File: src/rtl/except_issue_if.sv
// except_issue_if: memory-stage request inputs and encoded CP0 request outputs for except_issue.
interface except_issue_if;
  logic        stall;
  logic        valid1, valid2;
  logic [31:0] pc1, pc2;
  logic        br1, br2;
  logic [6:0]  exc1, exc2;
  logic [2:0]  op1, op2;
  logic [4:0]  cp0_addr1, cp0_addr2;
  logic [31:0] rt1, rt2;
  logic [31:0] badaddr1, badaddr2;
  logic [15:0] excepttype_o1, excepttype_o2;
  logic [31:0] current_pc_o1, current_pc_o2;
  logic [31:0] rt_rdata_o1, rt_rdata_o2;
  logic [31:0] bad_addr_o1, bad_addr_o2;
  logic        flush_o, squash_o;
  modport master (
    output stall, valid1, valid2, pc1, pc2, br1, br2, exc1, exc2, op1, op2,
           cp0_addr1, cp0_addr2, rt1, rt2, badaddr1, badaddr2,
    input  excepttype_o1, excepttype_o2, current_pc_o1, current_pc_o2,
           rt_rdata_o1, rt_rdata_o2, bad_addr_o1, bad_addr_o2, flush_o, squash_o
  );
  modport slave (
    input  stall, valid1, valid2, pc1, pc2, br1, br2, exc1, exc2, op1, op2,
           cp0_addr1, cp0_addr2, rt1, rt2, badaddr1, badaddr2,
    output excepttype_o1, excepttype_o2, current_pc_o1, current_pc_o2,
           rt_rdata_o1, rt_rdata_o2, bad_addr_o1, bad_addr_o2, flush_o, squash_o
  );
endinterface

File: src/rtl/except_issue.sv
// except_issue: encodes per-slot exception/CP0 requests with precise slot ordering,
// delay-slot tracking and a post-flush squash window.
module except_issue #(
  parameter int SQUASH_CYCLES = 2
) (
  input logic          clk,
  input logic          rst,
  except_issue_if.slave bus
);
  localparam int CW = $clog2(SQUASH_CYCLES + 1);

  typedef enum logic {RUN, SQUASH} state_t;

  typedef struct packed {
    logic [15:0] et1, et2;
    logic [31:0] pc1, pc2, rt1, rt2, ba1, ba2;
    logic        flush;
  } out_t;

  state_t        state_q, state_d;
  logic [CW-1:0] cnt_q, cnt_d;
  logic          ds_pend_q, ds_pend_d;
  out_t          out_q, out_d;
  logic          accept, kill, live2;
  logic [15:0]   w1, w2;

  // Exception field uses the same bit order as the input, one-hot by priority.
  function automatic logic [6:0] exc_pick(input logic [6:0] e);
    return e[6] ? 7'h40 : e[0] ? 7'h01 : e[2] ? 7'h04 : e[1] ? 7'h02 :
           e[3] ? 7'h08 : e[4] ? 7'h10 : e[5] ? 7'h20 : 7'h00;
  endfunction

  function automatic logic [2:0] op_pick(input logic [2:0] o);
    return o[2] ? 3'b100 : o[0] ? 3'b001 : o[1] ? 3'b010 : 3'b000;
  endfunction

  function automatic logic [15:0] encode(input logic v, input logic [6:0] e,
                                         input logic [2:0] o, input logic [4:0] a,
                                         input logic ds);
    logic [6:0] x;
    x = exc_pick(e);
    return v ? {a, ds, x, (|x) ? 3'b000 : op_pick(o)} : 16'h0000;
  endfunction

  always_comb begin
    accept = (state_q == RUN) && !bus.stall && !out_q.flush;
    w1     = encode(bus.valid1, bus.exc1, bus.op1, bus.cp0_addr1, ds_pend_q);
    kill   = |w1[9:2];
    live2  = bus.valid2 && !kill;
    w2     = live2 ? encode(1'b1, bus.exc2, bus.op2, bus.cp0_addr2, bus.valid1 & bus.br1) : 16'h0000;
    out_d       = '0;
    out_d.et1   = accept ? w1 : 16'h0000;
    out_d.et2   = accept ? w2 : 16'h0000;
    out_d.pc1   = (accept && bus.valid1) ? bus.pc1 : 32'h0;
    out_d.rt1   = (accept && bus.valid1) ? bus.rt1 : 32'h0;
    out_d.ba1   = (accept && bus.valid1) ? bus.badaddr1 : 32'h0;
    out_d.pc2   = (accept && live2) ? bus.pc2 : 32'h0;
    out_d.rt2   = (accept && live2) ? bus.rt2 : 32'h0;
    out_d.ba2   = (accept && live2) ? bus.badaddr2 : 32'h0;
    out_d.flush = accept && (kill || (|w2[9:2]));
    ds_pend_d = !accept ? ds_pend_q :
                (live2 && bus.br2) ? 1'b1 :
                bus.valid1 ? 1'b0 : ds_pend_q;
    state_d = state_q;
    cnt_d   = cnt_q;
    if (state_q == RUN && out_q.flush) begin
      state_d   = SQUASH;
      cnt_d     = CW'(SQUASH_CYCLES);
      ds_pend_d = 1'b0;
    end else if (state_q == SQUASH) begin
      cnt_d   = cnt_q - CW'(1);
      state_d = (cnt_q == CW'(1)) ? RUN : SQUASH;
    end
  end

  always_ff @(posedge clk) begin
    if (rst) begin
      state_q   <= RUN;
      cnt_q     <= '0;
      ds_pend_q <= 1'b0;
      out_q     <= '0;
    end else begin
      state_q   <= state_d;
      cnt_q     <= cnt_d;
      ds_pend_q <= ds_pend_d;
      out_q     <= out_d;
    end
  end

  assign bus.excepttype_o1 = out_q.et1;
  assign bus.excepttype_o2 = out_q.et2;
  assign bus.current_pc_o1 = out_q.pc1;
  assign bus.current_pc_o2 = out_q.pc2;
  assign bus.rt_rdata_o1   = out_q.rt1;
  assign bus.rt_rdata_o2   = out_q.rt2;
  assign bus.bad_addr_o1   = out_q.ba1;
  assign bus.bad_addr_o2   = out_q.ba2;
  assign bus.flush_o       = out_q.flush;
  assign bus.squash_o      = (state_q == SQUASH);
endmodule
File: src/flat_wrapper.sv
// flat-port wrapper written by rule: the top's interface ports become plain ports
module except_issue_flat 
#(
  parameter int SQUASH_CYCLES = 2
)
  (clk, rst, bus_stall, bus_valid1, bus_valid2, bus_pc1, bus_pc2, bus_br1, bus_br2, bus_exc1, bus_exc2, bus_op1, bus_op2, bus_cp0_addr1, bus_cp0_addr2, bus_rt1, bus_rt2, bus_badaddr1, bus_badaddr2, bus_excepttype_o1, bus_excepttype_o2, bus_current_pc_o1, bus_current_pc_o2, bus_rt_rdata_o1, bus_rt_rdata_o2, bus_bad_addr_o1, bus_bad_addr_o2, bus_flush_o, bus_squash_o);
  except_issue_if bus_i ();
  input logic clk;
  input logic rst;
  input wire logic [$bits(bus_i.stall)-1:0] bus_stall;
  input wire logic [$bits(bus_i.valid1)-1:0] bus_valid1;
  input wire logic [$bits(bus_i.valid2)-1:0] bus_valid2;
  input wire logic [$bits(bus_i.pc1)-1:0] bus_pc1;
  input wire logic [$bits(bus_i.pc2)-1:0] bus_pc2;
  input wire logic [$bits(bus_i.br1)-1:0] bus_br1;
  input wire logic [$bits(bus_i.br2)-1:0] bus_br2;
  input wire logic [$bits(bus_i.exc1)-1:0] bus_exc1;
  input wire logic [$bits(bus_i.exc2)-1:0] bus_exc2;
  input wire logic [$bits(bus_i.op1)-1:0] bus_op1;
  input wire logic [$bits(bus_i.op2)-1:0] bus_op2;
  input wire logic [$bits(bus_i.cp0_addr1)-1:0] bus_cp0_addr1;
  input wire logic [$bits(bus_i.cp0_addr2)-1:0] bus_cp0_addr2;
  input wire logic [$bits(bus_i.rt1)-1:0] bus_rt1;
  input wire logic [$bits(bus_i.rt2)-1:0] bus_rt2;
  input wire logic [$bits(bus_i.badaddr1)-1:0] bus_badaddr1;
  input wire logic [$bits(bus_i.badaddr2)-1:0] bus_badaddr2;
  output wire logic [$bits(bus_i.excepttype_o1)-1:0] bus_excepttype_o1;
  output wire logic [$bits(bus_i.excepttype_o2)-1:0] bus_excepttype_o2;
  output wire logic [$bits(bus_i.current_pc_o1)-1:0] bus_current_pc_o1;
  output wire logic [$bits(bus_i.current_pc_o2)-1:0] bus_current_pc_o2;
  output wire logic [$bits(bus_i.rt_rdata_o1)-1:0] bus_rt_rdata_o1;
  output wire logic [$bits(bus_i.rt_rdata_o2)-1:0] bus_rt_rdata_o2;
  output wire logic [$bits(bus_i.bad_addr_o1)-1:0] bus_bad_addr_o1;
  output wire logic [$bits(bus_i.bad_addr_o2)-1:0] bus_bad_addr_o2;
  output wire logic [$bits(bus_i.flush_o)-1:0] bus_flush_o;
  output wire logic [$bits(bus_i.squash_o)-1:0] bus_squash_o;
  assign bus_i.stall = bus_stall;
  assign bus_i.valid1 = bus_valid1;
  assign bus_i.valid2 = bus_valid2;
  assign bus_i.pc1 = bus_pc1;
  assign bus_i.pc2 = bus_pc2;
  assign bus_i.br1 = bus_br1;
  assign bus_i.br2 = bus_br2;
  assign bus_i.exc1 = bus_exc1;
  assign bus_i.exc2 = bus_exc2;
  assign bus_i.op1 = bus_op1;
  assign bus_i.op2 = bus_op2;
  assign bus_i.cp0_addr1 = bus_cp0_addr1;
  assign bus_i.cp0_addr2 = bus_cp0_addr2;
  assign bus_i.rt1 = bus_rt1;
  assign bus_i.rt2 = bus_rt2;
  assign bus_i.badaddr1 = bus_badaddr1;
  assign bus_i.badaddr2 = bus_badaddr2;
  assign bus_excepttype_o1 = bus_i.excepttype_o1;
  assign bus_excepttype_o2 = bus_i.excepttype_o2;
  assign bus_current_pc_o1 = bus_i.current_pc_o1;
  assign bus_current_pc_o2 = bus_i.current_pc_o2;
  assign bus_rt_rdata_o1 = bus_i.rt_rdata_o1;
  assign bus_rt_rdata_o2 = bus_i.rt_rdata_o2;
  assign bus_bad_addr_o1 = bus_i.bad_addr_o1;
  assign bus_bad_addr_o2 = bus_i.bad_addr_o2;
  assign bus_flush_o = bus_i.flush_o;
  assign bus_squash_o = bus_i.squash_o;
  except_issue #(.SQUASH_CYCLES(SQUASH_CYCLES)) u_core (.clk(clk), .rst(rst), .bus(bus_i));
endmodule
File: config.mk
export PLATFORM = sky130hd
export DESIGN_NAME = except_issue_flat
export DESIGN_NICKNAME = d
export VERILOG_FILES = /design/src/rtl/except_issue_if.sv /design/src/rtl/except_issue.sv /design/src/flat_wrapper.sv
export SDC_FILE = /design/constraint.sdc
export NUM_CORES = 1
export LEC_CHECK = 0
export BUFFER_PORTS_ARGS = -buffer_cell sky130_fd_sc_hd__buf_4
export CORE_AREA = 2 2 176 178
export DETAILED_ROUTE_END_ITERATION = 10
export DIE_AREA = 0 0 178 180
export PLACE_DENSITY = 0.53
export SLEW_MARGIN = 20
export SYNTH_ARGS = -nofsm -noshare
export SYNTH_HDL_FRONTEND = slang
export SYNTH_SLANG_ARGS = --single-unit
File: constraint.sdc
create_clock -name clk -period 2 [get_ports clk]
set_clock_uncertainty 0.15 [all_clocks]
set_input_delay 0.3 -clock clk [delete_from_list [all_inputs] [get_ports clk]]
set_output_delay 0.3 -clock clk [all_outputs]
set_load 0.005 [all_outputs]
## Yosys cells after proc, flatten, opt, wreduce, memory -nomap -nowiden

Index checks and enable logic that the tools add are counted.

- Flip-flop bits (word level): 229
- Input bits: 229
- Output and inout bits: 226
- Logic and storage cells: 88

- Add/subtract/negate cells: 1
- Bitwise gates (word level): 7
- Equality and inequality tests: 1
- Reductions and logical operators: 29
- Muxes and demuxes: 31

Operators with widths:

| kind | count |
|---|---|
| two-way mux 7 bit | 12 |
| OR reduction 12 bit | 2 |
| OR reduction 11 bit | 2 |
| two-way mux 10 bit | 2 |
| two-way mux 3 bit | 6 |
| OR reduction 8 bit | 2 |
| OR reduction 7 bit | 2 |
| two-way mux 6 bit | 2 |
| logical AND 1 bit | 8 |
| two-way mux 2 bit | 4 |
| OR reduction 2 bit | 4 |
| NOT 1 bit | 6 |
| OR reduction 3 bit | 2 |
| two-way mux 1 bit | 5 |
| nonzero test 2 bit | 2 |
| logical NOT 1 bit | 3 |
| == test 2 x 1 -> 1 bit, second input constant | 1 |
| AND reduction 2 bit | 1 |
| subtractor 2 x 1 -> 2 bit, second input constant | 1 |
| bitwise AND 1 bit | 1 |
| logical OR 1 bit | 1 |

## Depth between registers and ports, before layout

Gate-level depths: netlist of run 1.

- Depth in word-level cells: 17
- Gate-level depth with buffers: 6
- Depth with buffers taken out: 4

## Worst setup path before layout of run 1

Ideal clock, no wire load.

- Path type: register to register
- From: register u_core.state_q, in the netlist u_core.bus.squash_o
- To: register u_core.out_q, in the netlist u_core.bus.excepttype_o2[10]
- Setup slack: 0.476 ns
- Data arrival time: 1.284 ns
- Required time: 1.760 ns
- Period minus slack after synthesis: 1.524 ns
- Setup time: 0.090 ns
- Buffers on the path: 3
- Stages on the path, launching flop included: 7
- Cells stage by stage: dfxtp_1 > buf_6 > nor4_4 > buf_6 > buf_6 > nand2_4 > nor4bb_2

- Cells in the longest elaborated chain, start to end: 5

Ends and longest elaborated chain:

| item | RTL line | source |
|---|---|---|
| start: declaration | except_issue.sv:20 | `state_t state_q, state_d;` |
| start signal: assignment | except_issue.sv:83 | `state_q <= state_d;` |
| NOT 1 bit | except_issue.sv:46 | `accept = (state_q == RUN) && !bus.stall && !out_q.flush;` |
| logical AND 1 bit (2 in a row) | except_issue.sv:46 |  |
| NOT 1 bit (no source line) | n/a |  |
| OR reduction 3 bit (no source line) | n/a |  |
| end signal: assignment | except_issue.sv:86 | `out_q <= out_d;` |
| end: declaration | except_issue.sv:23 | `out_t out_q, out_d;` |

Every way passes these cells.
A chain may end at the register's enable or synchronous reset.

## Worst setup path after layout of run 1

- From: input port bus_exc2[0]
- To: register u_core.out_q, in the netlist u_core.bus.excepttype_o2[8]

- Cells in the longest elaborated chain, start to end: 3

Ends and longest elaborated chain:

| item | RTL line | source |
|---|---|---|
| start: declaration | flat_wrapper.sv:18 | `input wire logic [$bits(bus_i.exc2)-1:0] bus_exc2;` |
| two-way mux 7 bit (2 in a row) | except_issue.sv:29 | `return e[6] ? 7'h40 : e[0] ? 7'h01 : e[2] ? 7'h04 : e[1] ? 7'h02 :` |
| two-way mux 10 bit | except_issue.sv:50 | `w2 = live2 ? encode(1'b1, bus.exc2, bus.op2, bus.cp0_addr2, bus.valid1 & bus.br1) : 16'h0000;` |

Every way passes these cells.

==> results.yml, run 1 <==
grt:
  grt_usage_pct: 15.9
  grt_use_met2_pct: 28.4
  grt_max_degree: 115
  antenna_found_initial: 0
  grt_pass1_vias: 7244
  met3_usage_pct: 3.72
  busiest_layer: "met2"
  grtUsageMet1_pct: 18.1
  gr-total-overflow: 0
  grt_pass1_wl_mm: 40.5
clock_tree:
  cts.reportedPaths.clkPinSlew_ps: 60
  cts.sinks: 229
  cts_tree: "built"
  clock_latency_ps: 510
  cts_buffers: 26
  htree_num_levels: 1
  clk_path_buf_depth: 3
  cts_root_buffer: "clkbuf_16"
timing:
  hold_viol: 1
  maxSlewViolCount: 0
  fin_crit_sh_pct: 93.7
  period_needed_ps: 1870
  max_slew.worst_pin.slew_ps: 574
  rsz0062_at_grt: "false"
  setup_violations: 0
  hold_ws_ps: -6.86
  clock.fmax_mhz: 533
  relSlewSlack_pct: 61.4
  tns_ps: 0
worst_setup_path:
  critPathMaxFanout: 6
  r2r-start: "u_core.bus.flush_o"
  critPathLaunchType: "input port"
  rrSetupSlack_ps: 240
  cp_data_arrival_time_ps: 2150
  cp.required_ps: 2280
  critical_path_class: "input port to flip-flop"
  rr_endpoint: "u_core.bus.rt_rdata_o2[18]"
  cp-end-kind: "flip-flop"
  r2r_cells: 4
finish:
  area.growth.synth_to_final_pct: 97.3
  finalNonFillerCells: 1627
  drive_gt1_share_pct: 41.2
  fin_util_pct: 46.0
  n_antenna_cell: 0
  nets: 1448
floorplan:
  io-pin-count: 455
  design.die.area_um2: 32000
  die_x_um: 178
  core_um2: 30200
  num_rows: 64
  initial_core_util_pct: 23.3
  die_y_um: 180
job:
  maxCapViolCount: 0
yosys:
  ys_seq_elements: 229
  synth_cells: 553
  avgSynthCellArea_um2: 12.7
  ys_types: 37
  seq_area_frac_synth_pct: 65.2
  syn_area_um2: 7030
  synth_nets: 783
  yosysWarnings: 0
power_and_ir_drop:
  pwr-share-seq_pct: 45.2
  peakVddDrop_mv: 0.658
  clkPwrFrac_pct: 43.0
  p_per_area_nw_per_um2: 749
  leakagePower_nw: 6.98
  pwr-share-comb_pct: 11.8
  p_sw_share_pct: 21.7
  switching_power_mw: 2.26
  internal_power_mw: 8.13
status:
  violations: "negative hold slack"
  outcome: "complete, but fails checks"
worst_hold_path:
  holdPathEnd: "u_core.bus.excepttype_o2[2]"
  min_path_cells: 4
  min_from: "bus_exc2[6]"
  worstHoldPathType: "input port to flip-flop"
drt:
  ant_nets: 0
  dr.pass1.iters: 5
  initialDrtViolationCount: 328
  wire_per_inst_um: 16.6
  route.vias.total: 6895
  viasPerCell: 4.24
  routed_wl_mm: 27.0
  drc: 0
placement:
  dp_hpwl_mm: 17.4
  place_inst: 1356
  gp_congestion: 0.784
  io_buffer_count: 454
==> stage by stage <==
stage / setup WS, ps / cell area, µm² / power, mW
after floorplan: 476 / 7030 / 5.06
after global placement: 241 / 10800 / 5.64
after detailed placement: 180 / 10800 / 5.64
after CTS: 53.5 / 13900 / 10.5
after global routing: 22.8 / 13900 / 10.8
final: 125 / 13900 / 10.4
==> what timing repair did <==
action	4_1_cts	5_1_grt
setup endpoints to repair	0	4
hold buffers	229	2
gates resized for setup	0	1
endpoints found under the hold margin	227	1
buffers inserted	0	1
==> critical path: stages <==
cell	delay, ps
dlygate4sd3_1	630
nor4_4	150
buf_4	170
nand3_1	80
dlygate4sd3_1	570
nor4bb_1	240
==> cell type report <==
class / instances / area (µm²)
Clock inverter: 3 / 40.0
Clock buffer: 38 / 747
Inverter: 3 / 11.3
Sequential cell: 229 / 4580
Fill cell: 2702 / 16300
Multi-Input combinational cell: 261 / 2140
Tap cell: 396 / 495
Timing Repair Buffer: 697 / 5860
==> layout by cell type (no fill, tap or decap), types with 3 or more instances in the layout <==
master           n
and4b_1        108
and3_1         105
dfxtp_1        229
nand4b_1         3
dlygate4sd3_1  230
nor4bb_1         5
inv_1            3
nand3_1          3
nor3_1           6
buf_4          463
clkbuf_16       27
clkbuf_8         3
buf_12           4
clkbuf_1         8
nor2_1           6
==> state kept, by name, summed over array words and instances (netlist names) <==
register,count
u_core.bus.current_pc_o2,32
u_core.bus.rt_rdata_o2,32
u_core.bus.excepttype_o1,16
u_core.bus.bad_addr_o2,32
u_core.bus.rt_rdata_o1,32
u_core.bus.current_pc_o1,32
u_core.bus.bad_addr_o1,32
u_core.bus.flush_o,1
u_core.cnt_q,2
u_core.bus.squash_o,1
u_core.ds_pend_q,1
u_core.bus.excepttype_o2,16
==> cells in the mapped netlist (all sizes together) <==
| library cell | n | area, µm² |
|---|---|---|
| o41ai | 1 | 8.76 |
| and2 | 1 | 6.26 |
| dfxtp | 229 | 4580 |
| a31oi | 1 | 12.5 |
| a21o | 1 | 7.51 |
| nand4b | 3 | 26.3 |
| nor3 | 6 | 30.0 |
| and4b | 108 | 1080 |
| a21boi | 1 | 7.51 |
| nor4bb | 6 | 66.3 |
| ha | 1 | 12.5 |
| nor3b | 3 | 27.5 |
| o21a | 1 | 7.51 |
| nand3b | 1 | 7.51 |
| and3b | 1 | 8.76 |
| nor2 | 6 | 22.5 |
| and3 | 105 | 657 |
| nor4 | 4 | 46.3 |
| nand2 | 2 | 15.0 |
| inv | 3 | 11.3 |
| a211oi | 1 | 7.51 |
| clkbuf | 44 | 170 |
| nand3 | 3 | 15.0 |
| o22ai | 1 | 6.26 |
| nor4b | 2 | 23.8 |
| xnor2 | 1 | 8.76 |
| nor2b | 1 | 6.26 |
| buf | 16 | 145 |
==> kinds of logic (layout without fill, tap and decap cells) <==
group                    count (synthesis)  count (layout)  share of synthesized area [%]
AO/OA/AOI/OAI                            7               7                          0.819
XOR/XNOR                                 1               1                          0.125
adder cells (fa/ha/maj)                  1               1                          0.178
buffers and inverters                   63             741                           4.65
flip-flops                             229             229                           65.2
AND/OR/NAND/NOR                        252             252                           29.0
==> per-layer routing <==
layer | routed length (µm) | vias up | share of wire [%]
met5 | 0 | - | 0
met4 | 1100 | 0 | 4.1
met3 | 1930 | 62 | 7.1
met2 | 13400 | 301 | 50
met1 | 10600 | 3188 | 39
li1 | - | 3344 | -
==> worst max-delay path by stage <==
| stage | cells past startpoint | start | to |
|---|---|---|---|
| 6_report | 6 | bus_exc2[0] | u_core.bus.excepttype_o2[8] |
| 3_3_place_gp | 4 | bus_exc2[6] | u_core.bus.flush_o |
| 4_1_cts | 7 | bus_exc2[0] | u_core.bus.excepttype_o2[2] |
| 5_1_grt | 6 | bus_exc2[0] | u_core.bus.excepttype_o2[7] |
| 3_5_place_dp | 4 | bus_exc2[6] | u_core.bus.flush_o |
| 2_1_floorplan | 6 | u_core.bus.squash_o | u_core.bus.excepttype_o2[10] |
==> power by group through the flow <==
stage	Sequential, mW	Clock, mW	Combinational [mW]
global placement	4.79	0	0.847
global route	4.70	4.82	1.31
finish	4.69	4.47	1.22
floorplan	4.80	0	0.262
CTS	4.69	4.63	1.21
detailed placement	4.79	0	0.848
(Power assumes the default switching activity.)
==> run 2, diff against run 1 <==
--- a/config.mk
+++ b/config.mk
@@ -5,11 +5,12 @@
 export SDC_FILE = /design/constraint.sdc
 export NUM_CORES = 1
 export LEC_CHECK = 0
+export ABC_AREA = 1
 export BUFFER_PORTS_ARGS = -buffer_cell sky130_fd_sc_hd__buf_4
-export CORE_AREA = 2 2 176 178
+export CORE_AREA = 2 2 178 180
 export DETAILED_ROUTE_END_ITERATION = 10
-export DIE_AREA = 0 0 178 180
-export PLACE_DENSITY = 0.53
+export DIE_AREA = 0 0 180 182
+export PLACE_DENSITY = 0.54
 export SLEW_MARGIN = 20
 export SYNTH_ARGS = -nofsm -noshare
 export SYNTH_HDL_FRONTEND = slang
==> run 2 against run 1 <==
The flow now finishes without violations. Routed wire length is 3.1% lower. Fmax is 3.0% lower. Count of clock-buffer cells in the layout is 1 higher. Cell count is 17% higher.
==> results.yml, run 2 <==
grt:
  grt_max_degree: 65
  busiest_layer: "met2"
  grt_use_met2_pct: 28.2
  grt_pass1_wl_mm: 39.6
  antenna_found_initial: 0
  gr-total-overflow: 0
  grtUsageMet1_pct: 16.5
  met3_usage_pct: 4.81
  grt_usage_pct: 15.3
  grt_pass1_vias: 7465
timing:
  setup_violations: 0
  rsz0062_at_grt: "false"
  fin_crit_sh_pct: 96.7
  clock.fmax_mhz: 517
  maxSlewViolCount: 0
  worst_slack_ps: 66.6
  period_needed_ps: 1930
  hold_ws_ps: 27.6
  max_slew.worst_pin.slew_ps: 546
  hold_viol: 0
  relSlewSlack_pct: 63.6
floorplan:
  core_um2: 31000
  die_x_um: 180
  die_y_um: 182
  initial_core_util_pct: 24.4
  num_rows: 65
  design.die.area_um2: 32800
  io-pin-count: 455
drt:
  dr.pass1.iters: 4
  routed_wl_mm: 26.2
  ant_nets: 0
  initialDrtViolationCount: 168
  wire_per_inst_um: 13.8
  drc: 0
  viasPerCell: 3.72
  route.vias.total: 7075
yosys:
  async_flop_share_pct: 0
  ys_types: 25
  synth_top_cell_by_area: "dfxtp_1"
  synth_cells: 768
  synth_common_cells: "229 x dfxtp_1, 224 x inv_1, 149 x nor2_1, 91 x nor2_4, 17 x nand2_1"
  seq_area_frac_synth_pct: 60.6
  yosysMostFrequentCell: "dfxtp_1"
  ys_seq_elements: 229
  avgSynthCellArea_um2: 9.85
  synth_nets: 998
  syn_area_um2: 7570
  yosysWarnings: 0
  synth_edf_count: 0
  synth_top_area_share_pct: 60.6
  synth_area_leaders: "dfxtp_1 61%, nor2_4 14%, inv_1 11%"
  synthFlopType: "dfxtp_1"
power_and_ir_drop:
  p_per_area_nw_per_um2: 739
  leakagePower_nw: 7.52
  peakVddDrop_mv: 0.561
worst_setup_path:
  rr_endpoint: "u_core.bus.excepttype_o2[10]"
  cp-end-kind: "flip-flop"
  r2r_cells: 6
  path_cells: "dlygate4sd3_1 > buf_4 > inv_1 > nor2_1 > nor2_2 > and2_4 > buf_4 > nand2_1 > nor2_2 > dlygate4sd3_1"
  rrSetupSlack_ps: 160
  crit_cells: 10
  critPathMaxFanout: 4
  cp_data_arrival_time_ps: 2250
  critPathLaunchType: "input port"
  slowest_stage: "dlygate4sd3_1"
  crit_buf_inv: 5
  critPathTopFamily: "buffers and inverters"
  critical_path_class: "input port to flip-flop"
  r2r-start: "u_core.bus.flush_o"
  crit_path_max_incr_delay_ps: 580
  cp.required_ps: 2320
status:
  outcome: "completed"
clock_tree:
  clk_path_buf_depth: 3
  cts_root_buffer: "clkbuf_16"
  cts_tree: "built"
  cts_buffers: 26
  cts_setup_buffers: 0
  htree_num_levels: 1
  cts.sinks: 229
  clock_latency_ps: 530
  cts.reportedPaths.clkPinSlew_ps: 60
placement:
  io_buffer_count: 454
  dp_slack_ps: -89.5
  dp_hpwl_mm: 18.5
  place_inst: 1625
  gp_congestion: 0.772
finish:
  layout_commonest_cell: "buf_4"
  n_antenna_cell: 0
  fin_util_pct: 47.5
  finalNonFillerCells: 1902
  nets: 1711
  drive_gt1_share_pct: 41.5
  mostFrequentLayoutCells: "470 x buf_4, 230 x dlygate4sd3_1, 229 x dfxtp_1"
  area.growth.synth_to_final_pct: 94.4
worst_hold_path:
  min_from: "bus_br2"
  holdPathEnd: "u_core.ds_pend_q"
  worstHoldPathType: "input port to flip-flop"
  min_path_cells: 5
job:
  maxCapViolCount: 0
-- run 2: tightest hold or removal path, delay by kind of cell --
kind                   cells  cell delay, ps
buffers and inverters      2             150
and+or+nand+nor            2             150
AOI/OAI and AO/OA          1              60
-- run 2: cell type report --
type	instances	area, µm²
sequential	229	4580
tap	402	503
clock inverter	8	130
fill	2813	16300
clock buffer	39	759
inverter	225	846
multi-input combinational	291	1890
timing repair buffer	708	5990
-- run 2: metrics by stage --
step | total power, mW | TNS, ps | instance area (µm²)
3_3_place_gp | 5.69 | -855 | 11500
5_1_grt | 11.3 | 0 | 14700
3_5_place_dp | 5.70 | -1210 | 11500
6_report | 10.9 | 0 | 14700
2_1_floorplan | 5.11 | 0 | 7570
4_1_cts | 11.0 | 0 | 14700
-- run 2: how the worst max path moves through the flow --
stage / from / to
6_report: bus_valid1 / u_core.bus.excepttype_o2[10]
5_1_grt: bus_exc2[3] / u_core.bus.excepttype_o2[0]
4_1_cts: bus_valid1 / u_core.bus.excepttype_o2[10]
3_5_place_dp: bus_exc1[2] / u_core.bus.bad_addr_o2[31]
3_3_place_gp: bus_exc1[1] / u_core.bus.bad_addr_o2[31]
2_1_floorplan: bus_exc1[2] / u_core.bus.excepttype_o2[7]
-- run 2: logic make-up after synthesis --
family,synth area share (%)
AOI/OAI and AO/OA,0.480
xor gates and xnor gates,0.116
adders and majority gates,0.165
and+or+nand+nor,23.9
buffers and inverters,14.7
DFF,60.6
-- run 2: timing repair --
| action | 4_1_cts | 5_1_grt |
|---|---|---|
| endpoints found under the setup margin | 0 | 4 |
| hold buffers | 230 | 0 |
| resized for setup | 0 | 6 |
| hold endpoints to repair | 227 | 0 |
-- run 2: layer usage --
metal / up-vias / wire length (µm)
met1: 3175 / 9820
met3: 43 / 2190
met4: 0 / 705
li1: 3553 / -
met5: - / 0
met2: 304 / 13400
-- run 2: power by group --
part	switching [mW]	internal, mW	total [mW]	leakage [nW]
combinational	0.486	0.796	1.28	5.22
clock	1.89	3.01	4.90	0.437
sequential	0.0314	4.66	4.69	1.85
==> run 3, diff against run 2 <==
--- a/config.mk
+++ b/config.mk
@@ -7,10 +7,13 @@
 export LEC_CHECK = 0
 export ABC_AREA = 1
 export BUFFER_PORTS_ARGS = -buffer_cell sky130_fd_sc_hd__buf_4
-export CORE_AREA = 2 2 178 180
+export CELL_PAD_IN_SITES_DETAIL_PLACEMENT = 1
+export CELL_PAD_IN_SITES_GLOBAL_PLACEMENT = 1
+export CORE_AREA = 2 2 177 179
+export CTS_CLUSTER_DIAMETER = 30
 export DETAILED_ROUTE_END_ITERATION = 10
-export DIE_AREA = 0 0 180 182
-export PLACE_DENSITY = 0.54
+export DIE_AREA = 0 0 179 181
+export PLACE_DENSITY = 0.71
 export SLEW_MARGIN = 20
 export SYNTH_ARGS = -nofsm -noshare
 export SYNTH_HDL_FRONTEND = slang
==> run 3 against run 2 <==
Sequential share of layout area fell by 1.9 points. Cell count rose by 2.3%. Critical endpoint is now u_core.bus.current_pc_o2[20]. Hold slack improved by 7.6 ps. Largest power group unchanged. Flip-flop and latch count did not move.
==> results.yml, run 3 (synthesis results as in run 2) <==
status:
  outcome: "completed"
grt:
  grt_pass1_wl_mm: 53.7
  gr-total-overflow: 0
  grt_pass1_vias: 9304
  grt_usage_pct: 22.0
  antenna_found_initial: 3
  grt_max_degree: 59
floorplan:
  core_um2: 30300
  die_y_um: 181
  die_x_um: 179
  initial_core_util_pct: 24.9
  io-pin-count: 455
  num_rows: 64
  design.die.area_um2: 32400
placement:
  dp_slack_ps: 6.45
  place_inst: 1618
  io_buffer_count: 454
  dpl_cell_area_um2: 11500
  gp_congestion: 0.776
  dp_hpwl_mm: 20.1
worst_setup_path:
  critical_path_class: "input port to flip-flop"
  critical_path.startpoint: "bus_valid1"
  crit_path_max_incr_delay_ps: 570
  cp.required_ps: 2320
  critPathLaunchType: "input port"
  slowest_stage: "dlygate4sd3_1"
  cp-end-kind: "flip-flop"
  path_cells: "dlygate4sd3_1 > buf_4 > inv_1 > nor2_1 > nor2_2 > and2_4 > nand3b_4 > buf_12 > buf_12 > nor2_4"
  path_common_cell: "buf_12"
  critPathMaxFanout: 8
  cp_data_arrival_time_ps: 2150
  r2r-start: "u_core.bus.squash_o"
timing:
  hold_viol: 0
  period_needed_ps: 1830
  tns_ps: 0
  clock.fmax_mhz: 546
  worst_slack_ps: 170
  rsz0062_at_grt: "false"
  setup_violations: 0
  fin_crit_sh_pct: 91.5
  relSlewSlack_pct: 69.3
  maxSlewViolCount: 0
  max_slew.worst_pin.slew_ps: 458
  hold_ws_ps: 35.2
worst_hold_path:
  min_from: "bus_exc1[2]"
  worstHoldPathType: "input port to flip-flop"
drt:
  route.vias.total: 7751
  viasPerCell: 3.99
  initialDrtViolationCount: 191
  dr.pass1.iters: 4
  drc: 0
  routed_wl_mm: 36.5
  ant_nets: 0
  wire_per_inst_um: 18.8
finish:
  final_cell_area_um2: 15700
  nets: 1735
  area.growth.synth_to_final_pct: 107
  fin_util_pct: 51.6
  finalNonFillerCells: 1945
  mostFrequentLayoutCells: "467 x buf_4, 229 x dfxtp_1, 226 x dlygate4sd3_1"
  layout_commonest_cell: "buf_4"
  drive_gt1_share_pct: 43.7
clock_tree:
  cts_tree: "built"
  cts_root_buffer: "clkbuf_16"
  cts_buffers: 51
  clk_path_buf_depth: 3
  cts.sinks: 229
  cts.reportedPaths.clkPinSlew_ps: 50
  clock_latency_ps: 530
  htree_num_levels: 2
power_and_ir_drop:
  p_per_area_nw_per_um2: 945
  leakagePower_nw: 7.96
  finalPower_mw: 14.8
  peakVddDrop_mv: 0.651
job:
  maxCapViolCount: 0
==> run 3: cell types whose count changed in the layout (fill, tap and decap cells not counted), moves of 4 or more <==
cell,previous run,this run
clkinvlp_4,0,10
clkbuf_16,26,53
clkbuf_1,7,3
dlygate4sd3_1,230,226
bufinv_16,3,7
clkinv_4,0,9
==> run 3: power by group <==
group	switching (mW)	internal [mW]	total (mW)
clock	2.86	5.87	8.73
combinational	0.554	0.803	1.36
sequential	0.0448	4.67	4.72
total	3.46	11.3	14.8
==> run 3: worst max-delay path: cells and delay by family <==
kind / cells / cell delay (ps)
buf+inv: 5 / 1210
simple gates: 5 / 630
==> run 3: worst paths after layout <==
check        depth (start not counted)  slack, ps                           end
max                                 10        170  u_core.bus.current_pc_o2[20]
max reg2reg                          6        200   u_core.bus.current_pc_o1[2]
min                                  4         40   u_core.bus.excepttype_o1[5]
min reg2reg                          2        300  u_core.bus.excepttype_o1[10]
==> run 3: repair_timing <==
| action | CTS | global route |
|---|---|---|
| setup endpoints to repair | 0 | 112 |
| hold buffers | 226 | 3 |
| gates resized for setup | 0 | 11 |
| endpoints found under the hold margin | 225 | 4 |
| setup buffers | 0 | 2 |
==> run 3: final cells by class <==
type                    count  area, µm²
repair buffers            707       6020
inverters                 225        846
multi-input cells         291       1900
fillers                  3289      14700
well taps                 396        495
clock inverters            35        424
flip-flops and latches    229       4580
clock buffers              59       1380
diodes                      3       7.51
==> run 3: routing by layer <==
layer  routed length, µm  up-vias  GRT usage, %
met5                   0        -             0
met1               11700     3618          19.5
li1                    -     3630             -
met3                2690      117          6.50
met4                1940        0          11.9
met2               20200      386          43.2
